File: config.mk
export PLATFORM = sky130hd
export DESIGN_NAME = ecc_dec_seq
export DESIGN_NICKNAME = d
export VERILOG_FILES = /design/src/rtl/ecc_pkg.sv /design/src/rtl/secded_dec.sv /design/src/rtl/ecc_dec_seq.sv
export SDC_FILE = /design/constraint.sdc
export NUM_CORES = 1
export LEC_CHECK = 0
export BUFFER_PORTS_ARGS = -buffer_cell sky130_fd_sc_hd__buf_4
export CORE_MARGIN = 2
export CORE_UTILIZATION = 35
export DETAILED_ROUTE_END_ITERATION = 16
export MAX_ROUTING_LAYER = met4
export PLACE_DENSITY = 0.63
export SLEW_MARGIN = 30
export SYNTH_ARGS = -nofsm -noshare
export SYNTH_HDL_FRONTEND = slang
export SYNTH_SLANG_ARGS = --single-unit
export TNS_END_PERCENT = 1
File: constraint.sdc
create_clock -name clk -period 2.5 [get_ports clk]
set_input_delay 0.125 -clock clk [delete_from_list [all_inputs] [get_ports clk]]
set_output_delay 0.125 -clock clk [all_outputs]
set_load 0.02 [all_outputs]
File: src/rtl/ecc_pkg.sv
// ecc_pkg -- shared types and constants for the SECDED decode sequencer.
//   state_t      : sequencer states
//   CLS_*        : decode classification codes (also the result flag field)
//   DEF_*        : default word count and memory base addresses
//   extract_data : pulls d[11:1] out of a 16-bit codeword
package ecc_pkg;

   typedef enum logic [2:0] {
      S_IDLE  = 3'd0,
      S_RD_LO = 3'd1,
      S_RD_HI = 3'd2,
      S_WR_LO = 3'd3,
      S_WR_HI = 3'd4,
      S_FIN   = 3'd5
   } state_t;

   localparam logic [1:0] CLS_NONE = 2'b00;
   localparam logic [1:0] CLS_SGL  = 2'b01;
   localparam logic [1:0] CLS_DBL  = 2'b10;

   localparam int DEF_NUM_WORDS = 15;
   localparam int DEF_SRC_BASE  = 30;
   localparam int DEF_DST_BASE  = 0;

   // Result word reported for an uncorrectable (double) error.
   localparam logic [15:0] RES_DBL = 16'h8000;

   // Data bits d1..d11 sit at codeword positions 3,5,6,7,9..15 (d1 is the LSB).
   function automatic logic [10:0] extract_data(input logic [15:0] cw);
      return {cw[15:9], cw[7:5], cw[3]};
   endfunction

endpackage

File: src/rtl/secded_dec.sv
// secded_dec -- combinational extended-Hamming (16,11) decoder.
//   cw  : codeword; bit0 = overall parity, bits 1,2,4,8 = Hamming parity
//   res : {class[1:0], 3'b0, d[11:1]} for none/single, 16'h8000 for double
//   cls : CLS_NONE / CLS_SGL / CLS_DBL
module secded_dec
   import ecc_pkg::*;
(
   input  logic [15:0] cw,
   output logic [15:0] res,
   output logic [1:0]  cls
);

   // Each set bit k contributes its own index to the syndrome.
   logic [3:0]  term [16];
   logic [3:0]  syn;
   logic        par;
   logic [15:0] fixed;

   assign term[0] = 4'd0;

   genvar gi;
   generate
      for (gi = 1; gi < 16; gi++) begin : g_term
         assign term[gi] = cw[gi] ? 4'(gi) : 4'd0;
      end
   endgenerate

   always_comb begin
      syn = 4'd0;
      for (int k = 0; k < 16; k++) begin
         syn = syn ^ term[k];
      end
      par = ^cw;

      // Odd overall parity means one flipped bit at position syn; syn==0
      // points at p0 itself, which leaves the data untouched.
      fixed = cw;
      if (par) begin
         fixed = cw ^ (16'd1 << syn);
      end

      if (par) begin
         cls = CLS_SGL;
         res = {CLS_SGL, 3'b000, extract_data(fixed)};
      end else if (syn == 4'd0) begin
         cls = CLS_NONE;
         res = {CLS_NONE, 3'b000, extract_data(cw)};
      end else begin
         cls = CLS_DBL;
         res = RES_DBL;
      end
   end

endmodule

File: src/rtl/ecc_dec_seq.sv
// ecc_dec_seq -- walks NUM_WORDS codewords in byte memory, decodes each one
// and writes the 16-bit result back, counting single/double errors.
//   clk, reset : clock and synchronous active-high reset
//   start      : run request, only looked at in IDLE
//   done       : run finished; stays high until the next accepted start
//   mem_addr   : byte address (0 when memory is idle)
//   mem_rdata  : read data, combinational from mem_addr
//   mem_we     : write strobe, memory writes on the clock edge
//   mem_wdata  : write data (0 when not writing)
//   err1_cnt   : single-error codewords in last run (saturates at 15)
//   err2_cnt   : double-error codewords in last run (saturates at 15)
module ecc_dec_seq
   import ecc_pkg::*;
#(
   parameter int NUM_WORDS = DEF_NUM_WORDS,
   parameter int SRC_BASE  = DEF_SRC_BASE,
   parameter int DST_BASE  = DEF_DST_BASE
) (
   input  logic       clk,
   input  logic       reset,
   input  logic       start,
   output logic       done,
   output logic [7:0] mem_addr,
   input  logic [7:0] mem_rdata,
   output logic       mem_we,
   output logic [7:0] mem_wdata,
   output logic [3:0] err1_cnt,
   output logic [3:0] err2_cnt
);

   state_t      state_reg;
   state_t      state_next;
   logic [6:0]  idx_reg;
   logic [15:0] cw_reg;
   logic        done_reg;
   logic [3:0]  err1_reg;
   logic [3:0]  err2_reg;

   logic [15:0] res;
   logic [1:0]  cls;
   logic [7:0]  src_addr;
   logic [7:0]  dst_addr;
   logic        last_word;

   secded_dec u_dec (
      .cw  (cw_reg),
      .res (res),
      .cls (cls)
   );

   assign src_addr  = 8'(SRC_BASE) + {idx_reg, 1'b0};
   assign dst_addr  = 8'(DST_BASE) + {idx_reg, 1'b0};
   assign last_word = (idx_reg == 7'(NUM_WORDS - 1));

   // State register
   always_ff @(posedge clk) begin
      if (reset) begin
         state_reg <= S_IDLE;
      end else begin
         state_reg <= state_next;
      end
   end

   // Next-state logic
   always_comb begin
      state_next = state_reg;
      case (state_reg)
         S_IDLE:  if (start) state_next = S_RD_LO;
         S_RD_LO: state_next = S_RD_HI;
         S_RD_HI: state_next = S_WR_LO;
         S_WR_LO: state_next = S_WR_HI;
         S_WR_HI: state_next = last_word ? S_FIN : S_RD_LO;
         S_FIN:   state_next = S_IDLE;
         default: state_next = S_IDLE;
      endcase
   end

   // Memory-port outputs. Gated by reset so that a reset arriving while
   // sitting in a write state cannot sneak one last byte into memory.
   always_comb begin
      mem_we    = 1'b0;
      mem_addr  = 8'd0;
      mem_wdata = 8'd0;
      if (!reset) begin
         case (state_reg)
            S_RD_LO: mem_addr = src_addr;
            S_RD_HI: mem_addr = src_addr + 8'd1;
            S_WR_LO: begin
               mem_we    = 1'b1;
               mem_addr  = dst_addr;
               mem_wdata = res[7:0];
            end
            S_WR_HI: begin
               mem_we    = 1'b1;
               mem_addr  = dst_addr + 8'd1;
               mem_wdata = res[15:8];
            end
            default: ;
         endcase
      end
   end

   // Datapath: word index, codeword capture, done flag and error counters.
   always_ff @(posedge clk) begin
      if (reset) begin
         idx_reg  <= 7'd0;
         cw_reg   <= 16'd0;
         done_reg <= 1'b0;
         err1_reg <= 4'd0;
         err2_reg <= 4'd0;
      end else begin
         case (state_reg)
            S_IDLE: begin
               if (start) begin
                  idx_reg  <= 7'd0;
                  done_reg <= 1'b0;
                  err1_reg <= 4'd0;
                  err2_reg <= 4'd0;
               end
            end
            S_RD_LO: cw_reg[7:0]  <= mem_rdata;
            S_RD_HI: cw_reg[15:8] <= mem_rdata;
            S_WR_HI: begin
               if (cls == CLS_SGL && err1_reg != 4'hF) begin
                  err1_reg <= err1_reg + 4'd1;
               end
               if (cls == CLS_DBL && err2_reg != 4'hF) begin
                  err2_reg <= err2_reg + 4'd1;
               end
               if (!last_word) begin
                  idx_reg <= idx_reg + 7'd1;
               end
            end
            S_FIN: done_reg <= 1'b1;
            default: ;
         endcase
      end
   end

   assign done     = done_reg;
   assign err1_cnt = err1_reg;
   assign err2_cnt = err2_reg;

endmodule
==> metrics.log <==
[metrics] share of async-settable or async-resettable flops after synthesis: 0
[metrics] Top Family by Delay on Critical Path: XOR/XNOR gates
[metrics] post-synth top area cell: sky130_fd_sc_hd__dfxtp_1
[metrics] Storage cell area: 714 µm²
[metrics] area share of the leading cell type in the synthesized netlist: 0.259
[metrics] CTS clock-pin slew for the worst setup and hold paths: roughly 0.08 ns
[metrics] Initial Util: 0.355
[metrics] clock tree root driver cell: sky130_fd_sc_hd__clkbuf_8
[metrics] starting DRC count in detailed routing: between 100 and 150
[metrics] power density over the cells: between 600 and 700 nW/µm²
[metrics] R2R Setup Slk: roughly 0.02 ns
[metrics] leakage power total: around 1.5 nW
[metrics] Tightest Pin Transition: around 0.53 ns
[metrics] routed wirelength normalized by instance count: 15.2 µm
[metrics] vias after detailed routing: ~2800
[metrics] reg-to-reg endpoint: err1_cnt[3]
[metrics] nets@finish: between 400 and 500
[metrics] minimum setup slack in the final design: -0.268 ns
[metrics] utilization of the core after routing: 0.518
[metrics] number of warnings issued by yosys: 0
[metrics] Stages on worst setup path: 10
[metrics] layout overhead on the synthesized area: 45.8%
[metrics] number of synthesized flops with an enable pin: 0
[metrics] HPWL reported at the end of detailed placement: roughly 5600 µm
[metrics] synthesized area per cell: ~7.9 µm²
[metrics] commonest cells in the synthesized netlist: sky130_fd_sc_hd__nor2_1 (46), sky130_fd_sc_hd__nand2_1 (40), sky130_fd_sc_hd__dfxtp_1 (35), sky130_fd_sc_hd__a21oi_1 (24), sky130_fd_sc_hd__xnor2_1 (20)
[metrics] maximum number of pins on one net before global-route repair: 36
[metrics] delay of the slowest cell on the worst path: 0.47 ns
[metrics] ANT cells: 0
[metrics] start of the worst register-to-register path: cw_reg[14]
[metrics] FF+latch count, synth: 35
[metrics] startpoint type of the worst setup path: flip-flop
[metrics] number of hold violations in the final report: 0
[metrics] library cell with the highest instance count after synthesis: sky130_fd_sc_hd__nor2_1
[metrics] Bufs on Longest Clock Path: 2
[metrics] result of the run: finished, violations left
[metrics] minimum clock period: approximately 2.8 ns
[metrics] critical path class: reg2out
[metrics] number of port buffers: 36
[metrics] aggregate global routing overflow: 0
[metrics] Die W: slightly above 90 µm
[metrics] Crit. End Element: output port
[metrics] post-route DRC violation count: 0
[metrics] Synth area leaders: sky130_fd_sc_hd__dfxtp_1 (26%), sky130_fd_sc_hd__xnor2_1 (6.5%), sky130_fd_sc_hd__nor2_1 (6.4%), sky130_fd_sc_hd__nand2_1 (5.6%), sky130_fd_sc_hd__a21oi_1 (4.4%)
[metrics] number of nets with antenna violations after routing: 0
[metrics] endpoint of the worst hold-timing path: cw_reg[11]
[metrics] Worst Hold Path Cells: 3
[metrics] global-route wire length before repair: 13000 µm
[metrics] class of the most critical hold timing path: in2reg
[metrics] overall fraction of global-route tracks in use: 0.197
[metrics] worst-case reg-to-reg path depth: 9
[metrics] Mapped Area: between 2000 and 3000 µm²
[metrics] post-synthesis instance total: between 300 and 400
[metrics] fmax: around 360 MHz
[metrics] post-route clock period utilization: 1.11
[metrics] # Max-Cap Violations: 0
[metrics] DP Area: 3320 µm²
[metrics] Die Outline Area: about 8400 µm²
[metrics] insertion delay to the later sink of the worst-skew pair: about 0.30 ns
[metrics] Crit Path Max Fanout: 4
[metrics] max FFs per register: 16
[metrics] Final Max Slew Viols: 0
[metrics] syn_nets: ~360
[metrics] number of buffers and inverters on the critical path: 3
[metrics] failing checks: setup timing
[metrics] number of CTS-inserted buffers: 5
[metrics] combined area of the multi-input logic cells: 2260 µm²
[metrics] worst path cell trace: xnor3_2, xor2_4, buf_12, xnor2_4, buf_6, nor4_2, mux2_4, a41oi_2, o41ai_2, buf_4
[metrics] sink count of the clock tree: 35
[metrics] required time of the worst setup path: 2.38 ns
[metrics] predominant post-synthesis flop cell: sky130_fd_sc_hd__dfxtp_1
[metrics] die height: roughly 92 µm
[metrics] unique cell type count in the Yosys netlist: 57
[metrics] number of levels in the clock H-tree: 2
[metrics] final RePlAce weighted congestion: 0.892
[metrics] sequential-to-total area share from yosys stat: 0.259
[metrics] number of global-route vias before repair: ~2700
[metrics] Arr. time, crit path: around 2.6 ns
[metrics] slowest stage cell on the critical path: sky130_fd_sc_hd__xnor3_2
[metrics] setup repair after global routing missed its margin: true
[metrics] worst-case clock skew: between 0.007 and 0.008 ns
[metrics] final std cell area, no fill: between 3000 and 4000 µm²
[metrics] boundary pin count: 37
[metrics] area of the core: approximately 7600 µm²
[metrics] initial antenna violation count: 0
[metrics] Setup-failing EPs final: 8
[metrics] DRT Pass-1 Iters: 4
[metrics] start point of the worst hold path: mem_rdata[3]
[metrics] layout cells sized above 1: 0.388
[metrics] maximum resistive drop on vdd: 0.349 mV
[metrics] detailed-route wire length: roughly 7900 µm
[metrics] fill cell count: around 700
[metrics] vias per std cell: about 5.3
[metrics] tightest slew margin relative to the limit: 0.645
[metrics] TritonCTS clock tree: built
[metrics] Site Rows: 32
==> final cells by class <==
type                            count  area share
Clock buffer                        5      0.0175
Clock inverter                      3      0.0111
Inverter                            5     0.00477
Multi-Input combinational cell    282       0.574
Sequential cell                    35       0.181
Tap cell                          102      0.0324
Timing Repair Buffer               90       0.179
==> power by group <==
| group | internal [mW] | switching [mW] |
|---|---|---|
| clock | 0.297 | 0.225 |
| combinational | 0.603 | 0.685 |
| sequential | 0.578 | 0.0357 |
==> worst max path at each step <==
stage                   endpoint  startpoint  slack (ns)
floorplan           mem_wdata[7]  cw_reg[13]        0.06
global placement     err1_cnt[2]  cw_reg[12]        0.04
detailed placement   err1_cnt[3]  cw_reg[13]       -0.02
CTS                 mem_wdata[0]  cw_reg[14]       -0.22
global route        mem_wdata[0]  cw_reg[14]       -0.35
finish              mem_wdata[0]  cw_reg[14]       -0.27
==> layer usage <==
layer	track usage	routed length [µm]
met1	0.251	3520
met3	0.0312	382
met5	-	0
met4	0.0672	130
met2	0.320	3900
==> repair_timing <==
action | in CTS | in global routing
hold buffers | 0 | 0
gates resized for setup | 37 | 27
cloned | 0 | 1
buffers inserted | 6 | 5
pin swaps | 14 | 10
endpoints found under the setup margin | 11 | 18
==> stage by stage <==
stage	setup TNS, ns	total power [mW]	hold WS [ns]	cells	setup WS [ns]
after floorplan	0	1.24	0.217	343	0.0587
after global placement	0	1.56	0.369	502	0.0447
after detailed placement	-0.0311	1.56	0.377	502	-0.0194
after CTS	-1.52	2.24	0.0641	516	-0.217
after global routing	-3.02	2.55	0.0777	522	-0.355
final	-1.84	2.42	0.0653	522	-0.268
==> worst reg2reg max path, cell delays in order (launching register included) <==
cell	delay, ns
sky130_fd_sc_hd__dfxtp_4	0.34
sky130_fd_sc_hd__xnor3_2	0.47
sky130_fd_sc_hd__xor2_4	0.20
sky130_fd_sc_hd__buf_12	0.14
sky130_fd_sc_hd__xnor2_4	0.17
sky130_fd_sc_hd__xnor2_2	0.37
sky130_fd_sc_hd__buf_4	0.20
sky130_fd_sc_hd__a21oi_4	0.07
sky130_fd_sc_hd__or3_1	0.31
sky130_fd_sc_hd__a21oi_1	0.14
==> cells in the final DEF (no fill, tap or decap), types with 3 or more instances in the layout <==
cell                       instances
sky130_fd_sc_hd__dfxtp_2           8
sky130_fd_sc_hd__inv_1             5
sky130_fd_sc_hd__a21oi_1          24
sky130_fd_sc_hd__xor2_1            4
sky130_fd_sc_hd__or2_2             3
sky130_fd_sc_hd__o211ai_1          4
sky130_fd_sc_hd__dfxtp_1          26
sky130_fd_sc_hd__or3_1             4
sky130_fd_sc_hd__o22ai_1           3
sky130_fd_sc_hd__nor2_2            3
sky130_fd_sc_hd__xor2_2            7
sky130_fd_sc_hd__nand2_1          40
sky130_fd_sc_hd__nor4_2            3
sky130_fd_sc_hd__o21ai_0          15
sky130_fd_sc_hd__nand3_1           4
sky130_fd_sc_hd__a31oi_1           4
sky130_fd_sc_hd__nand4_1           4
sky130_fd_sc_hd__xnor2_1          11
sky130_fd_sc_hd__xor2_4            6
sky130_fd_sc_hd__buf_6             4
sky130_fd_sc_hd__nor2_1           43
sky130_fd_sc_hd__clkbuf_8          5
sky130_fd_sc_hd__nand3b_1          3
sky130_fd_sc_hd__ha_1              5
sky130_fd_sc_hd__xnor2_2           7
sky130_fd_sc_hd__xnor2_4           9
sky130_fd_sc_hd__o31a_1            3
sky130_fd_sc_hd__o21ai_1           3
sky130_fd_sc_hd__o221ai_1          3
sky130_fd_sc_hd__nor3_1           15
sky130_fd_sc_hd__mux2i_1          10
sky130_fd_sc_hd__nor3_2            5
sky130_fd_sc_hd__o31ai_1           3
sky130_fd_sc_hd__buf_4            85
==> logic make-up after synthesis <==
family / Yosys count / synth area share
AND/OR/NAND/NOR: 138 / 0.236
AO/OA/AOI/OAI: 83 / 0.200
XOR/XNOR: 44 / 0.194
flip-flops: 35 / 0.259
buffers and inverters: 27 / 0.0454
multiplexers: 11 / 0.0412
adder cells (fa/ha/maj): 5 / 0.0232
Power figures use the tool's default switching activity.
